$ cat config.mk
export PLATFORM = sky130hd
export DESIGN_NAME = fifo_uart_tx_flat
export DESIGN_NICKNAME = d
export VERILOG_FILES = /design/src/rtl/fifo_uart_pkg.sv /design/src/rtl/fifo_uart_tx_if.sv /design/src/rtl/uart_baud_counter.sv /design/src/rtl/fifo_uart_tx.sv /design/src/flat_wrapper.sv
export SDC_FILE = /design/constraint.sdc
export NUM_CORES = 1
export LEC_CHECK = 0
export ABC_AREA = 0
export BUFFER_PORTS_ARGS = -buffer_cell sky130_fd_sc_hd__clkbuf_2
export CAP_MARGIN = 20
export CORE_MARGIN = 1.5
export CORE_UTILIZATION = 60
export CTS_CLUSTER_SIZE = 40
export DETAILED_ROUTE_END_ITERATION = 16
export GPL_TIMING_DRIVEN = 0
export PLACE_DENSITY = 0.81
export RECOVER_POWER = 100
export SLEW_MARGIN = 20
export SYNTH_ARGS = -nofsm -noshare
export SYNTH_HDL_FRONTEND = slang
export SYNTH_HIERARCHICAL = 1
export SYNTH_SLANG_ARGS = --single-unit
$ cat constraint.sdc
create_clock -name sys_clock -period 5 [get_ports sys_clock]
set_input_delay 0.25 -clock sys_clock [delete_from_list [all_inputs] [get_ports sys_clock]]
set_output_delay 0.25 -clock sys_clock [all_outputs]
set_load 0.01 [all_outputs]
$ cat src/rtl/fifo_uart_pkg.sv
// Shared UART constants and transmitter state encoding; no logic, no latency.
package fifo_uart_pkg;

  localparam int   UART_DATA_BITS       = 8;
  localparam logic UART_IDLE_LEVEL      = 1'b1;
  localparam int   DEFAULT_CLKS_PER_BIT = 868;
  localparam int   DEFAULT_READ_HOLD    = 2;

  typedef logic [2:0] state_t;

  localparam state_t ST_IDLE  = 3'd0;
  localparam state_t ST_FETCH = 3'd1;
  localparam state_t ST_LATCH = 3'd2;
  localparam state_t ST_START = 3'd3;
  localparam state_t ST_DATA  = 3'd4;
  localparam state_t ST_STOP  = 3'd5;

  // States that occupy whole bit periods on the line and need the baud counter.
  function automatic logic is_bit_state(input state_t s);
    return (s == ST_START) || (s == ST_DATA) || (s == ST_STOP);
  endfunction

endpackage

$ cat src/rtl/fifo_uart_tx_if.sv
// Pulse-mode FIFO read port: master pops with a held read_en, slave returns status and last read data.
interface fifo_uart_tx_if;
  import fifo_uart_pkg::*;

  logic                      fifo_empty;
  logic [UART_DATA_BITS-1:0] fifo_data;
  logic                      fifo_read_en;

  modport master (output fifo_read_en, input fifo_empty, input fifo_data);
  modport slave  (input fifo_read_en, output fifo_empty, output fifo_data);

endinterface

$ cat src/rtl/uart_baud_counter.sv
// Bit-period timer: bit_tick is high in the last cycle of each CLKS_PER_BIT period while run is set.
// clear restarts the period at zero; counter holds when run is low.
module uart_baud_counter
  import fifo_uart_pkg::*;
#(
  parameter int CLKS_PER_BIT = DEFAULT_CLKS_PER_BIT
) (
  input  logic clk,
  input  logic rst,
  input  logic clear,
  input  logic run,
  output logic bit_tick
);

  localparam int            CW   = (CLKS_PER_BIT > 1) ? $clog2(CLKS_PER_BIT) : 1;
  localparam logic [CW-1:0] LAST = CW'(CLKS_PER_BIT - 1);

  logic [CW-1:0] cnt_q, cnt_d;

  always_comb begin
    cnt_d = cnt_q;
    if (clear) begin
      cnt_d = '0;
    end else if (run) begin
      cnt_d = (cnt_q == LAST) ? '0 : cnt_q + CW'(1);
    end
  end

  always_ff @(posedge clk) begin
    if (rst) begin
      cnt_q <= '0;
    end else begin
      cnt_q <= cnt_d;
    end
  end

  assign bit_tick = run && (cnt_q == LAST);

endmodule

$ cat src/rtl/fifo_uart_tx.sv
// Pops one byte from a pulse-mode FIFO and sends it as 8N1 UART; tx goes low READ_HOLD+2 edges after the pop decision.
// All outputs are registered; a new byte starts only from IDLE with enable high and the FIFO non-empty.
module fifo_uart_tx
  import fifo_uart_pkg::*;
#(
  parameter int CLKS_PER_BIT = DEFAULT_CLKS_PER_BIT,
  parameter int READ_HOLD    = DEFAULT_READ_HOLD
) (
  input  logic                  sys_clock,
  input  logic                  reset,
  input  logic                  enable,
  fifo_uart_tx_if.master        fifo,
  output logic                  tx,
  output logic                  busy,
  output logic                  byte_done
);

  localparam logic [3:0] HOLD_LAST = 4'(READ_HOLD - 1);

  state_t                    state_q, state_d;
  logic [3:0]                hold_q, hold_d;
  logic [2:0]                bit_q, bit_d;
  logic [UART_DATA_BITS-1:0] shift_q, shift_d;
  logic                      tx_q, tx_d;
  logic                      read_en_q, read_en_d;
  logic                      done_q, done_d;
  logic                      bit_tick;
  logic                      baud_clear;

  assign baud_clear = (state_d != state_q);

  uart_baud_counter #(
    .CLKS_PER_BIT(CLKS_PER_BIT)
  ) u_baud (
    .clk      (sys_clock),
    .rst      (reset),
    .clear    (baud_clear),
    .run      (is_bit_state(state_q)),
    .bit_tick (bit_tick)
  );

  always_comb begin
    state_d = state_q;
    hold_d  = hold_q;
    bit_d   = bit_q;
    shift_d = shift_q;
    case (state_q)
      ST_IDLE: begin
        if (enable && !fifo.fifo_empty) begin
          state_d = ST_FETCH;
          hold_d  = '0;
        end
      end
      ST_FETCH: begin
        hold_d = hold_q + 4'd1;
        if (hold_q == HOLD_LAST) state_d = ST_LATCH;
      end
      ST_LATCH: begin
        // read_en has just fallen, so d_out is the popped byte and stays put.
        shift_d = fifo.fifo_data;
        state_d = ST_START;
      end
      ST_START: begin
        if (bit_tick) begin
          state_d = ST_DATA;
          bit_d   = '0;
        end
      end
      ST_DATA: begin
        if (bit_tick) begin
          shift_d = shift_q >> 1;
          bit_d   = bit_q + 3'd1;
          if (bit_q == 3'd7) state_d = ST_STOP;
        end
      end
      ST_STOP: begin
        if (bit_tick) state_d = ST_IDLE;
      end
      default: state_d = ST_IDLE;
    endcase
  end

  // Line level and done pulse are decoded from the current state, so they trail it by one cycle.
  always_comb begin
    read_en_d = (state_d == ST_FETCH);
    done_d    = (state_q == ST_STOP) && bit_tick;
    case (state_q)
      ST_START: tx_d = 1'b0;
      ST_DATA:  tx_d = shift_q[0];
      default:  tx_d = UART_IDLE_LEVEL;
    endcase
  end

  always_ff @(posedge sys_clock) begin
    if (reset) begin
      state_q   <= ST_IDLE;
      hold_q    <= '0;
      bit_q     <= '0;
      shift_q   <= '0;
      tx_q      <= UART_IDLE_LEVEL;
      read_en_q <= 1'b0;
      done_q    <= 1'b0;
    end else begin
      state_q   <= state_d;
      hold_q    <= hold_d;
      bit_q     <= bit_d;
      shift_q   <= shift_d;
      tx_q      <= tx_d;
      read_en_q <= read_en_d;
      done_q    <= done_d;
    end
  end

  assign tx                = tx_q;
  assign byte_done         = done_q;
  assign busy              = (state_q != ST_IDLE);
  assign fifo.fifo_read_en = read_en_q;

endmodule
$ cat src/flat_wrapper.sv
// flat-port wrapper written by rule: the top's interface ports become plain ports
module fifo_uart_tx_flat import fifo_uart_pkg::*;
#(
  parameter int CLKS_PER_BIT = DEFAULT_CLKS_PER_BIT,
  parameter int READ_HOLD    = DEFAULT_READ_HOLD
)
  (sys_clock, reset, enable, tx, busy, byte_done, fifo_fifo_read_en, fifo_fifo_empty, fifo_fifo_data);
  fifo_uart_tx_if fifo_i ();
  input  logic sys_clock;
  input  logic reset;
  input  logic enable;
  output logic tx;
  output logic busy;
  output logic byte_done;
  output wire logic [$bits(fifo_i.fifo_read_en)-1:0] fifo_fifo_read_en;
  input wire logic [$bits(fifo_i.fifo_empty)-1:0] fifo_fifo_empty;
  input wire logic [$bits(fifo_i.fifo_data)-1:0] fifo_fifo_data;
  assign fifo_fifo_read_en = fifo_i.fifo_read_en;
  assign fifo_i.fifo_empty = fifo_fifo_empty;
  assign fifo_i.fifo_data = fifo_fifo_data;
  fifo_uart_tx #(.CLKS_PER_BIT(CLKS_PER_BIT), .READ_HOLD(READ_HOLD)) u_core (.sys_clock(sys_clock), .reset(reset), .enable(enable), .fifo(fifo_i), .tx(tx), .busy(busy), .byte_done(byte_done));
endmodule
==> results.ini <==
[floorplanning]
die_y_um = 54.6
core_area_mm2 = 0.00250
rows = 18
ios = 16
fp.dieArea_mm2 = 0.00298
die_w_um = 54.6
initial_core_util_pct = 63.9

[timing]
tns_ns = 0
finalCriticalPeriod_ns = 3.85
slew_violations = 0
relSlewSlack_pct = 9.85
finalCritPeriodShare_pct = 77.0
worst_clock_skew_ns = 0.00390
fin_ws_ns = 1.15
max_slew.worst_pin.slew_ns = 1.33
hold_viol = 0
rsz0062_at_grt = no
setup-violations-final = 0
fmax_mhz = 260
holdWs_ns = 0.143

[pwr]
max-vdd-ir-drop_mv = 0.205
power_leakage_nw = 0.594
powerDensity_mw_per_mm2 = 264

[critical_path]
crit_required_ns = 5.16
cp.arrival_ns = 4.01
path_class = flip-flop to flip-flop
end_kind = flip-flop
crit_fanout = 10
crit_path_start_kind = flip-flop

[clock_tree]
cts_root_buf = clkbuf_4
post_cts_buffers = 0
cts_buffers = 5
clk_latency_ns = 0.32
h-tree-depth = 2
clkTransAtPathRegs_ns = 0.09
numClockSinks = 31
clockBufferDepth = 2
cts_resized = 0
holdBufCountCts = 0
cts_tree = done

[synth]
yosys.area.top_type = dfxtp_1
synth_top_area_share_pct = 38.8
ys_async_sr_fraction_pct = 0
postSynthAreaPerCell_um2 = 8.88
syn_area_mm2 = 0.00160
synth_cell_types = 46
syn_nets = 197
syn_inst = 180
synth_edf_count = 0
ys.flop_type = dfxtp_1
yosysWarnings = 6
ys_seq_area_share_pct = 38.8
ys_seq_elements = 31
netlist_top_cells_area = dfxtp_1 (39%), mux2i_1 (5.6%), nor2_1 (5.2%)

[layout]
drive_above_1_share_pct = 12.3
nets = 219
antenna_cells = 0
n_fill_cell = 211
syn_to_final_growth_pct = 9.48

[grt]
grt_overflow_total = 0
grt.total_usage_pct = 24.3
grt_pass1_vias = 1254
antenna_found_initial = 0
grt_max_degree = 11
grt_first_pass_wirelength_mm = 5.11

[routing]
routed_wl_mm = 3.25
drc = 0
drtAntennaViolNets = 0
post_drt_wl_per_cell_um = 13.9
dr.pass1.iters = 4
drtIter0Drc = 24
via_count = 1403
vias_per_cell = 6.02

[place]
io_buffers = 15
dp_hpwl_mm = 2.35
gp_congestion = 0.861
place_ws_ns = 1.35

[run]
drv_cap = 0

[outcome]
outcome = finished, final reports clean

[hold_path]
hold_class = input pin to flip-flop

[registers in the layout, summed over array words and instances, names as in the netlist]
signal                    flops
u_core/u_baud/cnt_q          10
u_core/shift_q                8
u_core/hold_q                 4
u_core/bit_q                  3
u_core/state_q                3
u_core/byte_done              1
u_core/fifo.fifo_read_en      1
u_core/tx                     1
[kinds of logic (layout without fill, tap and decap cells)]
| kind of cell | count (synthesis) | count (layout) | synth area share [%] |
|---|---|---|---|
| DFF | 31 | 31 | 38.8 |
| xor gates and xnor gates | 4 | 4 | 2.19 |
| and+or+nand+nor | 74 | 74 | 26.2 |
| buffers and inverters | 15 | 38 | 4.31 |
| AOI/OAI and AO/OA | 41 | 41 | 18.2 |
| muxes | 10 | 10 | 6.34 |
| adders and majority gates | 5 | 5 | 3.92 |
[layer usage]
layer / wire length, um / up-vias / track usage, % / share of wire, %
li1: - / 708 / - / -
met1: 1440 / 662 / 27.2 / 44
met2: 1660 / 28 / 41.7 / 51
met3: 119 / 5 / 7.38 / 3.7
met4: 37 / 0 / 11.7 / 1.1
met5: 0 / - / 0 / 0
[Yosys cell counts (4+ instances only)]
cell / n
clkbuf_1: 5
nor2_1: 22
inv_1: 7
or4_1: 5
dfxtp_1: 31
nand2_1: 12
o21ai_0: 5
a211oi_1: 9
a21oi_1: 11
ha_1: 5
mux2i_1: 9
o31ai_1: 4
nand4_1: 4
nor3_1: 4
nand3_1: 6
xor2_1: 4
[worst max-delay path, stage by stage, from the launching register on]
cell      delay, ns
dfxtp_1        0.32
clkbuf_1       0.33
clkbuf_1       0.35
nand2_1        0.13
o21ai_0        0.29
inv_1          0.21
nor4_1         0.81
and4bb_1       0.37
a22o_1         0.20
a211oi_1       0.05
o21ai_0        0.18
nor2_1         0.09
o41ai_1        0.25
nor2_1         0.12
[worst paths after layout]
kind	start	endpoint	slack [ns]	cells after the start
max	u_core/state_q[0]$_SDFF_PP0_	u_core/u_baud/cnt_q[4]$_SDFFE_PP0P_	1.15	13
min	reset	u_core/byte_done$_SDFF_PP0_	0.14	2
max reg2reg	u_core/state_q[0]$_SDFF_PP0_	u_core/u_baud/cnt_q[4]$_SDFFE_PP0P_	1.15	13
min reg2reg	u_core/u_baud/cnt_q[9]$_SDFFE_PP0P_	u_core/u_baud/cnt_q[9]$_SDFFE_PP0P_	0.48	2
[area by class of cell]
| cell class | instances | area (um2) | share of cell area (%) |
|---|---|---|---|
| Multi-Input combinational cell | 134 | 887 | 50.7 |
| Clock buffer | 8 | 68.8 | 3.93 |
| Inverter | 7 | 26.3 | 1.50 |
| Tap cell | 30 | 37.5 | 2.15 |
| Timing Repair Buffer | 15 | 70.1 | 4.01 |
| Sequential cell | 31 | 621 | 35.5 |
| Buffer | 8 | 38.8 | 2.22 |
[layout by cell type, fill, tap and decap left out, types with 4 or more instances in the layout]
cell,count
a211oi_1,9
nand4_1,4
o21ai_0,5
or4_1,5
a21oi_1,11
mux2i_1,9
dfxtp_1,31
nand3_1,6
clkbuf_1,11
xor2_1,4
clkbuf_4,5
nand2_1,12
inv_1,7
ha_1,5
nor2_1,22
nor3_1,4
clkbuf_2,11
o31ai_1,4
[stage by stage]
step	std cells	instance area, um2	total power, mW	util [%]
after floorplan	180	1600	0.292	-
after global routing	233	1750	0.481	70.0
final	233	1750	0.462	70.0
after detailed placement	225	1710	0.306	68.4
after CTS	233	1780	0.471	71.2
after global placement	225	1710	0.304	68.4
[report_power, final]
group / internal [mW] / switching [mW] / total, mW
logic: 0.0169 / 0.0258 / 0.0427
registers: 0.251 / 0.00256 / 0.254
clock network: 0.0827 / 0.0829 / 0.166
Note: power is estimated with default switching activity, not from simulation.
